--- src/rtl/noc_pkg.sv ---
// Shared definitions for the NoC port arbiter slice.
//   FLIT_W/ADDR_W/DATA_W : flit geometry, flit = {data, addr}
//   flit_t               : packed view of one flit
//   PORT_*               : requester index of each neighbour port and the core
//   src_t                : winner index type
//   arb_state_e          : output-stage state (EMPTY / FULL)
package noc_pkg;

    localparam int unsigned FLIT_W = 11;
    localparam int unsigned ADDR_W = 4;
    localparam int unsigned DATA_W = 7;

    typedef struct packed {
        logic [DATA_W-1:0] data;
        logic [ADDR_W-1:0] addr;
    } flit_t;

    localparam int unsigned PORT_0    = 0;
    localparam int unsigned PORT_1    = 1;
    localparam int unsigned PORT_2    = 2;
    localparam int unsigned PORT_3    = 3;
    localparam int unsigned PORT_CORE = 4;

    typedef logic [2:0] src_t;

    typedef enum logic {
        ST_EMPTY = 1'b0,
        ST_FULL  = 1'b1
    } arb_state_e;

endpackage

--- src/rtl/noc_rr_pick.sv ---
// Combinational round-robin picker.
// Ports:
//   req_i   : request vector, one bit per requester
//   ptr_i   : index of the last winner; search starts at ptr_i+1
//   grant_o : one-hot grant (all zero when no request)
//   idx_o   : index of the granted requester (0 when no request)
//   any_o   : at least one request is present
module noc_rr_pick #(
    parameter int unsigned NUM_REQ = 5,
    parameter int unsigned SRC_W   = 3
) (
    input  logic [NUM_REQ-1:0] req_i,
    input  logic [SRC_W-1:0]   ptr_i,
    output logic [NUM_REQ-1:0] grant_o,
    output logic [SRC_W-1:0]   idx_o,
    output logic               any_o
);

    logic [SRC_W-1:0] cand;

    // Walk ptr+1 .. ptr+NUM_REQ (mod NUM_REQ); the first hit wins.
    always_comb begin
        grant_o = '0;
        idx_o   = '0;
        any_o   = 1'b0;
        cand    = '0;
        for (int unsigned k = 1; k <= NUM_REQ; k++) begin
            cand = SRC_W'((32'(ptr_i) + k) % NUM_REQ);
            if (!any_o && req_i[cand]) begin
                grant_o[cand] = 1'b1;
                idx_o         = cand;
                any_o         = 1'b1;
            end
        end
    end

endmodule

--- src/rtl/noc_port_arbiter.sv ---
// Round-robin arbiter sharing one router output link among NUM_REQ
// requesters (index 0..3 neighbour ports, index 4 the local core), with a
// one-entry registered output stage.
// Ports:
//   clk, reset  : clock, synchronous active-high reset
//   req_valid   : per-requester valid
//   req_flit    : flattened flits, requester i at [i*FLIT_W +: FLIT_W]
//   req_ready   : one-hot accept strobe (combinational)
//   out_valid   : output stage holds a flit
//   out_flit    : registered winning flit
//   out_src     : index of the requester that supplied out_flit
//   out_ready   : downstream accept
//   stat_grants : per-requester 16-bit saturating grant counters
//                 (present only when NOC_ARB_STATS_EN is defined)
module noc_port_arbiter #(
    parameter int unsigned NUM_REQ = 5,
    parameter int unsigned FLIT_W  = 11,
    parameter int unsigned ADDR_W  = 4,
    parameter int unsigned SRC_W   = 3
) (
    input  logic                      clk,
    input  logic                      reset,
    input  logic [NUM_REQ-1:0]        req_valid,
    input  logic [NUM_REQ*FLIT_W-1:0] req_flit,
    output logic [NUM_REQ-1:0]        req_ready,
    output logic                      out_valid,
    output logic [FLIT_W-1:0]         out_flit,
    output logic [SRC_W-1:0]          out_src,
    input  logic                      out_ready
`ifdef NOC_ARB_STATS_EN
    ,
    output logic [NUM_REQ*16-1:0]     stat_grants
`endif
);

    import noc_pkg::*;

    if (((1 << SRC_W) < NUM_REQ) || (ADDR_W >= FLIT_W)) begin : g_bad_cfg
        $error("noc_port_arbiter: invalid SRC_W/ADDR_W for NUM_REQ/FLIT_W");
    end

    arb_state_e             state_q, state_d;
    logic [FLIT_W-1:0]      flit_q, flit_d;
    logic [SRC_W-1:0]       src_q, src_d;
    logic [SRC_W-1:0]       rr_ptr_q, rr_ptr_d;

    logic [NUM_REQ-1:0]     grant;
    logic [SRC_W-1:0]       win_idx;
    logic                   any_req;
    logic                   take;
    logic [FLIT_W-1:0]      flits [NUM_REQ];

    for (genvar g = 0; g < NUM_REQ; g++) begin : g_unpack
        assign flits[g] = req_flit[g*FLIT_W +: FLIT_W];
    end

    noc_rr_pick #(
        .NUM_REQ (NUM_REQ),
        .SRC_W   (SRC_W)
    ) u_pick (
        .req_i   (req_valid),
        .ptr_i   (rr_ptr_q),
        .grant_o (grant),
        .idx_o   (win_idx),
        .any_o   (any_req)
    );

    // State register
    always_ff @(posedge clk) begin
        if (reset) state_q <= ST_EMPTY;
        else       state_q <= state_d;
    end

    // Next state: a load keeps/enters FULL; a drain with no refill empties.
    always_comb begin
        state_d = state_q;
        case (state_q)
            ST_EMPTY: if (take) state_d = ST_FULL;
            ST_FULL:  if (out_ready && !take) state_d = ST_EMPTY;
            default:  state_d = ST_EMPTY;
        endcase
    end

    // Outputs: a grant is offered whenever the stage is empty or draining.
    always_comb begin
        take      = 1'b0;
        req_ready = '0;
        if (!reset && any_req && (state_q == ST_EMPTY || out_ready)) begin
            take      = 1'b1;
            req_ready = grant;
        end
    end

    assign out_valid = (state_q == ST_FULL);
    assign out_flit  = flit_q;
    assign out_src   = src_q;

    // Output stage and pointer only move on an accepted grant.
    always_comb begin
        flit_d   = flit_q;
        src_d    = src_q;
        rr_ptr_d = rr_ptr_q;
        if (take) begin
            flit_d   = flits[win_idx];
            src_d    = win_idx;
            rr_ptr_d = win_idx;
        end
    end

    always_ff @(posedge clk) begin
        if (reset) begin
            flit_q   <= '0;
            src_q    <= '0;
            rr_ptr_q <= SRC_W'(NUM_REQ - 1);
        end else begin
            flit_q   <= flit_d;
            src_q    <= src_d;
            rr_ptr_q <= rr_ptr_d;
        end
    end

`ifdef NOC_ARB_STATS_EN
    for (genvar g = 0; g < NUM_REQ; g++) begin : g_cnt
        logic [15:0] cnt_q;
        always_ff @(posedge clk) begin
            if (reset)                              cnt_q <= '0;
            else if (req_ready[g] && cnt_q != '1)   cnt_q <= cnt_q + 16'd1;
        end
        assign stat_grants[g*16 +: 16] = cnt_q;
    end
`endif

endmodule

--- config.mk ---
export PLATFORM = sky130hd
export DESIGN_NAME = noc_port_arbiter
export DESIGN_NICKNAME = d
export VERILOG_FILES = /design/src/rtl/noc_pkg.sv /design/src/rtl/noc_rr_pick.sv /design/src/rtl/noc_port_arbiter.sv
export SDC_FILE = /design/constraint.sdc
export NUM_CORES = 1
export LEC_CHECK = 0
export ABC_AREA = 1
export CAP_MARGIN = 0
export CORE_UTILIZATION = 46
export CTS_CLUSTER_SIZE = 8
export DETAILED_ROUTE_END_ITERATION = 16
export GPL_TIMING_DRIVEN = 0
export HOLD_SLACK_MARGIN = 0.15
export PLACE_DENSITY = 0.76
export SLEW_MARGIN = 20
export SYNTH_ARGS = -nofsm -noshare
export SYNTH_HDL_FRONTEND = slang
export SYNTH_HIERARCHICAL = 1
export SYNTH_SLANG_ARGS = --single-unit
--- constraint.sdc ---
create_clock -name clk -period 5.1 [get_ports clk]
set_input_delay 1.275 -clock clk [delete_from_list [all_inputs] [get_ports clk]]
set_output_delay 1.275 -clock clk [all_outputs]
set_load 0.01 [all_outputs]
==> impl_metrics.json <==
{
  "status": "finished clean",
  "hold_buffers": 0,
  "drc": 0,
  "cts_tree": "done",
  "fin_nets": 796,
  "rsz0062_at_grt": "true",
  "dr_total_vias": 4102,
  "core.rowCount": 30,
  "syn_inst": 576,
  "drtIter0Drc": 182,
  "cp-endpoint": "req_ready[4]",
  "syn_avg_cell_area_sq_um": 5.726,
  "worstPathArrival_ns": 3.69,
  "critPathLaunch": "out_src[1]$_SDFFE_PP0P_",
  "fin_crit_sh": 0.9737,
  "wl_per_cell_um": 13.30,
  "fmax_mhz": 201.4,
  "fin_hold_ws_ns": 0.4666,
  "path_clk_slew_ns": 0.06,
  "drive_above_1_share": 0.2638,
  "drt_first_pass_iters": 5,
  "crit_fanout": 7,
  "crit_family": "simple AND/OR/NAND/NOR gates",
  "crit_type": "reg -> out",
  "hpwl_um": 7522,
  "final_hold_viol_count": 0,
  "fin_skew_ns": 0.003645,
  "cts_buffers": 3,
  "cp.depth": 23,
  "syn_area_sq_um": 3298,
  "gr-usage-met2": 0.5173,
  "die_h_um": 86.68,
  "cts_sinks": 16,
  "fillCellCount": 569,
  "antenna_found_initial": 0,
  "met3_usage": 0.02381,
  "ys_ff_latch": 16,
  "grt_max_degree": 11,
  "ys_seq_area_frac": 0.09712,
  "antennaDiodeCount": 0,
  "r2r_start": "out_src[1]$_SDFFE_PP0P_",
  "yosys_warnings": 6,
  "grt.overflow.total": 0,
  "rr_worst_depth": 29,
  "period_needed_ns": 4.966,
  "instances_no_fill": 801,
  "crit_chain": "clkinvlp_4 -> ha_4 -> buf_4 -> ha_1 -> inv_1 -> nand2_2 -> o21ai_4 -> xor2_2 -> ha_2 -> nand2_1 -> nand3_2 -> nand2_2 -> nand2_1 -> nand2_4 -> o211ai_1 -> nand3_4 -> buf_12 -> nor2_8 -> nand2_2 -> nand3_1 -> inv_1 -> nor2_2 -> buf_2",
  "ys_types": 35,
  "grt_pass1_wl_um": 16030,
  "clk_latency_ns": 0.24,
  "fp.coreArea_sq_um": 6869,
  "die-area_sq_um": 7513,
  "gr-usage-all-layers": 0.2632,
  "worst_path_largest_cell_delay_ns": 0.37,
  "initial_core_util": 0.4801,
  "critPathBufInv": 6,
  "cp_common_cell": "nand2_2",
  "cts_buffer_depth": 2,
  "slew_violations": 0,
  "hold_class": "reg -> reg",
  "fin_util": 0.7270,
  "io_pins": 83,
  "end_kind": "output pin",
  "port_buffers": 82,
  "setup_viol": 0,
  "required_ns": 3.83,
  "register_area_sq_um": 331.6,
  "syn_to_final_growth_pct": 51.40,
  "synth_nets": 665,
  "max_slew_margin": 0.7225,
  "antenna_left": 0,
  "crit_path_start_kind": "register",
  "h-tree-depth": 1,
  "crit_slowest_cell": "dfxtp_4",
  "cap_viol_max_count": 0,
  "worst_pin_slew_ns": 0.4148,
  "root_buffer": "clkbuf_8",
  "multiInputGateArea_sq_um": 2849,
  "die_x_um": 86.68,
  "met1_usage": 0.3032,
  "vias_per_cell": 5.121,
  "reg2reg_slack_ns": 0.92,
  "worstReg2RegEnd": "out_flit[2]$_SDFFE_PP0P_",
  "gp_congestion": 0.8495,
  "busiest_layer": "met2",
  "dp.cells": 754,
  "grt_pass1_vias": 3718,
  "wirelength_um": 10650
}
placed cells by master (no fill, tap or decap), types with 11 or more instances in the layout:
cell	count
inv_1	74
o21ai_1	13
ha_1	17
dfxtp_1	13
clkdlybuf4s50_1	77
buf_4	45
nand2_1	187
nor2_4	12
nand3_1	64
nand3_2	13
nand2_2	26
inv_2	11
nor2_1	34
cell families after synthesis:
group | synth area share
AND/OR/NAND/NOR | 0.5573
flip-flops | 0.09712
XOR/XNOR | 0.02390
AO/OA/AOI/OAI | 0.07474
adder cells (fa/ha/maj) | 0.09863
buffers and inverters | 0.1483
stage by stage:
stage / area (sq um) / TNS, ns / setup WS (ns)
final: 4994 / 0 / 0.1340
after global placement: 4239 / -5.185 / -1.047
after CTS: 4567 / 0 / 0.0006679
after global routing: 4994 / -0.3048 / -0.09536
after floorplan: 3298 / 0 / 0.1675
after detailed placement: 4239 / -5.420 / -1.098
metal layers:
layer / routed length (um) / part of all wire / vias to the layer above
li1: - / - / 2056
met1: 4326 / 0.41 / 1900
met2: 5727 / 0.54 / 128
met3: 439 / 0.041 / 18
met4: 159 / 0.015 / 0
met5: 0 / 0 / -
cell usage after synthesis (all sizes together):
master / n / share of area
xor2: 6 / 0.024
nand3: 87 / 0.16
o21bai: 1 / 0.0023
nand3b: 1 / 0.0061
nor3: 1 / 0.0015
buf: 13 / 0.037
o21ai: 25 / 0.039
ha: 26 / 0.099
dfxtp: 16 / 0.097
a21oi: 13 / 0.020
clkbuf: 2 / 0.0023
inv: 90 / 0.10
nand2: 223 / 0.28
o21a: 3 / 0.0068
nor2: 55 / 0.087
o211ai: 3 / 0.0068
nand4: 8 / 0.015
clkinv: 3 / 0.0042
area by class of cell:
class,count,area share
Timing Repair Buffer,126,0.2303
Buffer,15,0.02606
Sequential cell,16,0.06640
Multi-Input combinational cell,452,0.5705
Tap cell,96,0.02405
Inverter,93,0.07442
Clock buffer,3,0.008269
worst reg2reg max path, delay by kind of cell (launching register included):
kind	cells	cell delay, ns
flops	1	0.37
compound gates	2	0.47
xor+xnor	1	0.21
fa+ha+maj	3	0.67
simple gates	15	1.29
buf+inv	8	1.11
registers in the layout (all words and copies together), names as in the netlist:
signal and flops:
rr_ptr_q 1, out_valid 1, out_flit 11, out_src 3
what timing repair did:
| item | CTS | global route |
|---|---|---|
| endpoints found under the setup margin | 5 | 5 |
| pin swaps | 10 | 41 |
| buffers inserted | 22 | 22 |
| resized for setup | 48 | 66 |
worst min path at each step:
stage	from	to	slack, ns	depth (start not counted)
floorplan	out_flit[0]$_SDFFE_PP0P_	out_flit[0]$_SDFFE_PP0P_	0.48	2
global placement	out_src[2]$_SDFFE_PP0P_	out_src[2]$_SDFFE_PP0P_	0.44	2
detailed placement	out_src[2]$_SDFFE_PP0P_	out_src[2]$_SDFFE_PP0P_	0.45	2
CTS	out_flit[10]$_SDFFE_PP0P_	out_flit[10]$_SDFFE_PP0P_	0.47	2
global route	out_flit[8]$_SDFFE_PP0P_	out_flit[8]$_SDFFE_PP0P_	0.48	2
finish	out_flit[9]$_SDFFE_PP0P_	out_flit[9]$_SDFFE_PP0P_	0.47	2
Power is left out: the tool's default activity adds up to more than one toggle a clock period on the data nets, which glitch-free logic cannot reach.
